`config.mk`:
```
export PLATFORM = sky130hd
export DESIGN_NAME = fifo_sync
export DESIGN_NICKNAME = d
export VERILOG_FILES = /design/src/rtl/fifo_sync.sv
export SDC_FILE = /design/constraint.sdc
export NUM_CORES = 2
export LEC_CHECK = 0
export ABC_AREA = 0
export CAP_MARGIN = 20
export CORE_MARGIN = 4
export CORE_UTILIZATION = 45
export CTS_CLUSTER_DIAMETER = 80
export DETAILED_ROUTE_END_ITERATION = 10
export GPL_ROUTABILITY_DRIVEN = 1
export SLEW_MARGIN = 10
export SYNTH_ARGS = -nofsm -noshare
export SYNTH_HDL_FRONTEND = slang
export SYNTH_SLANG_ARGS = --single-unit
```
`constraint.sdc`:
```
create_clock -name sys_clk -period 3.4 [get_ports sys_clk]
set_input_delay 0.34 -clock sys_clk [delete_from_list [all_inputs] [get_ports sys_clk]]
set_output_delay 0.34 -clock sys_clk [all_outputs]
set_load 0.05 [all_outputs]
```
`src/rtl/fifo_sync.sv`:
```
// Single-clock FIFO with power-of-two depth, programmable almost-full/almost-empty
// thresholds, standard or first-word-fall-through read mode, and error pulses.
module fifo_sync #(
  parameter int DATA_W   = 8,
  parameter int DEPTH    = 256,
  parameter int AF_LEVEL = DEPTH - 2,
  parameter int AE_LEVEL = 2,
  parameter bit FWFT     = 1'b0
) (
  input  logic                     sys_clk,
  input  logic                     sys_rst,
  input  logic                     wr_en,
  input  logic [DATA_W-1:0]        din,
  input  logic                     rd_en,
  output logic [DATA_W-1:0]        dout,
  output logic                     dout_valid,
  output logic                     full,
  output logic                     empty,
  output logic                     almost_full,
  output logic                     almost_empty,
  output logic [$clog2(DEPTH):0]   data_count,
  output logic                     overflow,
  output logic                     underflow
);
  localparam int AW = $clog2(DEPTH);
  localparam int CW = AW + 1;
  localparam logic [CW-1:0] FULL_C = CW'(DEPTH);
  localparam logic [CW-1:0] AF_C   = CW'(AF_LEVEL);
  localparam logic [CW-1:0] AE_C   = CW'(AE_LEVEL);
  localparam logic [AW-1:0] PTR_ONE = AW'(1);

  // Handshake: wr_en/rd_en are requests; a request is accepted only when the
  // registered full/empty flag of the current cycle allows it, otherwise it is
  // dropped and reported one cycle later on overflow/underflow.

  logic [DATA_W-1:0] r_mem [DEPTH];
  logic [AW-1:0]     r_wr_ptr;
  logic [AW-1:0]     r_rd_ptr;
  logic [CW-1:0]     r_count;
  logic              r_full;
  logic              r_empty;
  logic              r_af;
  logic              r_ae;
  logic [DATA_W-1:0] r_dout;
  logic              r_dout_valid;
  logic              r_ovf;
  logic              r_udf;

  logic              w_wr_acc;
  logic              w_rd_acc;
  logic [CW-1:0]     w_count_nxt;

  assign w_wr_acc    = wr_en & ~r_full  & ~sys_rst;
  assign w_rd_acc    = rd_en & ~r_empty & ~sys_rst;
  assign w_count_nxt = r_count + CW'(w_wr_acc) - CW'(w_rd_acc);

  // Storage is never cleared; reset only discards it through the pointers.
  always_ff @(posedge sys_clk) begin
    if (w_wr_acc) r_mem[r_wr_ptr] <= din;
  end

  always_ff @(posedge sys_clk) begin
    if (sys_rst) begin
      r_wr_ptr     <= '0;
      r_rd_ptr     <= '0;
      r_count      <= '0;
      r_full       <= 1'b0;
      r_empty      <= 1'b1;
      r_af         <= 1'b0;
      r_ae         <= 1'b1;
      r_dout       <= '0;
      r_dout_valid <= 1'b0;
      r_ovf        <= 1'b0;
      r_udf        <= 1'b0;
    end else begin
      if (w_wr_acc) r_wr_ptr <= r_wr_ptr + PTR_ONE;
      if (w_rd_acc) begin
        r_rd_ptr <= r_rd_ptr + PTR_ONE;
        r_dout   <= r_mem[r_rd_ptr];
      end
      r_count      <= w_count_nxt;
      // Flags come from the next count so they always agree with data_count.
      r_full       <= (w_count_nxt == FULL_C);
      r_empty      <= (w_count_nxt == '0);
      r_af         <= (w_count_nxt >= AF_C);
      r_ae         <= (w_count_nxt <= AE_C);
      r_dout_valid <= w_rd_acc;
      r_ovf        <= wr_en & r_full;
      r_udf        <= rd_en & r_empty;
    end
  end

  // FWFT presents the head word combinationally from the array.
  assign dout         = FWFT ? r_mem[r_rd_ptr] : r_dout;
  assign dout_valid   = FWFT ? ~r_empty : r_dout_valid;
  assign full         = r_full;
  assign empty        = r_empty;
  assign almost_full  = r_af;
  assign almost_empty = r_ae;
  assign data_count   = r_count;
  assign overflow     = r_ovf;
  assign underflow    = r_udf;

endmodule

```
==> flow_summary.json <==
{
  "drv_slew": 0,
  "core_area_mm2": 0.179,
  "startpoint_type": "input port",
  "dpl.hpwl_um": 124000,
  "seqCellArea_mm2": 0.0623,
  "hold_violations": 0,
  "clock_sinks": 2088,
  "synth_common_cells": "edfxtp_1 (2048), mux4_2 (481), nor2_1 (316)",
  "netlist_area_mm2": 0.0811,
  "pre_cts_ws_ps": -243,
  "cp_max_fo": 4,
  "synthToLayoutAreaGrowth_pct": 16.0,
  "ys_types": 65,
  "async_flop_share": 0,
  "drt-vias-per-instance": 5.82,
  "multi_input_area_mm2": 0.0174,
  "fin_skew_ps": 46.3,
  "synth.net_count": 3892,
  "grt_pass1_vias": 40500,
  "drc": 0,
  "ir_drop_uv": 438,
  "routabilityCongestion": 0.837,
  "grt-ovfl-total": 0,
  "initial_utilization": 0.454,
  "finalSetupViolCount": 0,
  "synthFlopType": "edfxtp_1",
  "synth_top_cell_by_area": "edfxtp_1",
  "cp_slowest_cell": "dlygate4sd3_1",
  "p_leak_nw": 29.7,
  "cts_tree": "yes",
  "hold_depth": 1,
  "diodes": 0,
  "synth_enable_flop_cells": 2048,
  "cp_data_arrival_time_ps": 3940,
  "ioPinCount": 36,
  "outcome": "finished, final reports clean",
  "grt_max_degree": 116,
  "post-route-period-util": 0.944,
  "drtPass1Iterations": 5,
  "ys_seq_elements": 2088,
  "fillCellCount": 14000,
  "power_density_mw_per_mm2": 577,
  "rsz0062_at_grt": "no",
  "post_cts_buffers": 0,
  "period_minus_slack_ps": 3210,
  "num_rows": 155,
  "maxCapViolations": 0,
  "yosys-top-cells-area": "edfxtp_1 (76%), mux4_2 (13%), mux2i_1 (2.3%)",
  "synth.top_cell.area_share": 0.758,
  "design.die.area_mm2": 0.187,
  "worstMarginPinSlew_ps": 1120,
  "synth_warnings": 0,
  "timing.final.ws_setup_ps": 190,
  "die_w_um": 433,
  "wl_per_cell_um": 28.7,
  "crit_path_cell_trace": "dlygate4sd3_1 -> clkdlybuf4s50_1 -> and2b_2 -> nor2b_2 -> inv_1 -> ha_1 -> inv_1 -> ha_1 -> fa_1 -> a21o_1 -> a21oi_2 -> o21ai_1 -> o41ai_2 -> xnor2_2 -> nor2_1 -> and3_1",
  "synth.avg_cell_area_um2": 21.0,
  "drt_iter0_drc": 4318,
  "h-tree-depth": 4,
  "num_vias": 40200,
  "yosysMostFrequentCell": "edfxtp_1",
  "hold_class": "in -> reg",
  "antenna_found_initial": 7,
  "crit_path_end_kind": "flop",
  "cts_buffers": 208,
  "slowest_delay_ps": 530,
  "maxSlewHeadroom": 0.243,
  "ant_nets": 0,
  "clkLatencyLatePin_ps": 860,
  "wl_um": 198000,
  "clockBufferDepth": 3,
  "setup_tns_ps": 0,
  "path_depth": 16,
  "path_clk_slew_ps": 60,
  "port_buffers": 35,
  "fin_nets": 4408,
  "worstSetupPathType": "in -> reg",
  "ff2ff_path_depth": 9,
  "required_ps": 4130,
  "layout-drive-gt1-share": 0.286,
  "crit_family": "buffers and inverters",
  "grtUsageTotal": 0.213,
  "die_h_um": 433,
  "timing.critical_path.buf_inv": 4,
  "max_clock_freq_mhz": 311,
  "yosysSeqAreaShare": 0.768,
  "netlist_instances": 3865,
  "cts-root-buf": "clkbuf_16",
  "grt_pass1_wl_um": 287000
}
[worst paths after layout]
kind / start / to / slack, ps
hold / removal: din[6] / r_mem[9][6] / 80
setup reg to reg: r_rd_ptr[1] / dout[7] / 200
hold reg to reg: full / overflow / 430
setup / recovery: wr_en / full / 190
[state kept, by name (all words and copies together), names as in the netlist]
| register | cells |
|---|---|
| r_mem | 2048 |
| data_count | 9 |
| dout | 8 |
| r_rd_ptr | 8 |
| r_wr_ptr | 8 |
| almost_empty | 1 |
| almost_full | 1 |
| dout_valid | 1 |
| empty | 1 |
| full | 1 |
| overflow | 1 |
| underflow | 1 |
[stage by stage]
step	total power [mW]	std cells	util	instance area, um^2	hold WS [ps]
floorplan	31.2	3865	-	81100	420
global placement	32.6	6519	0.489	87400	447
detailed placement	32.7	6519	0.489	87400	441
CTS	54.8	6909	0.526	94100	5.36
global route	56.2	6911	0.526	94100	61.2
finish	54.4	6911	0.526	94100	76.1
[metal layers]
layer  wire, um  up-vias  track usage
met5          0        -            0
met4       5010        0       0.0591
met3      14400      260       0.0395
met2      95600     1432        0.338
met1      83300    21500        0.305
li1           -    17100            -
[cell families (layout without fill, tap and decap cells)]
group | count (synthesis) | count (layout) | share of synthesized area
XOR/XNOR | 17 | 17 | 0.00184
flip-flops | 2088 | 2088 | 0.768
buffers and inverters | 247 | 938 | 0.0174
adder cells (fa/ha/maj) | 15 | 15 | 0.00241
AO/OA/AOI/OAI | 259 | 259 | 0.0222
AND/OR/NAND/NOR | 568 | 568 | 0.0313
multiplexers | 671 | 671 | 0.157
[placed cells by master (no fill, tap or decap), types with 18 or more instances in the layout]
cell type,instances
clkdlybuf4s50_1,27
nand2_1,79
clkbuf_1,50
edfxtp_1,2048
o21ai_0,18
a22oi_1,26
nor2_1,315
o221ai_1,24
mux2i_1,190
nand4_1,28
mux4_2,481
a21oi_1,31
clkinv_2,30
dfxtp_1,34
o22ai_1,75
clkbuf_16,208
buf_4,451
nand3_1,41
clkinv_1,50
buf_12,42
[what timing repair did]
| item | CTS | global route |
|---|---|---|
| setup endpoints to repair | 0 | 5 |
| endpoints found under the hold margin | 52 | 4 |
| gates resized for setup | 0 | 5 |
| hold buffers | 5 | 2 |
[cell type report]
class / instances / area share
clock buffer: 264 / 0.0582
timing repair buffer: 535 / 0.0498
multi-input combinational: 1530 / 0.185
inverter: 18 / 0.000771
tap: 2355 / 0.0313
sequential: 2088 / 0.662
clock inverter: 121 / 0.0127
[power by group]
| group | internal, mW | switching, mW |
|---|---|---|
| clock | 12.5 | 9.73 |
| sequential | 28.3 | 0.0843 |
| combinational | 1.64 | 2.06 |
| total | 42.5 | 11.9 |
(Power assumes the default switching activity.)
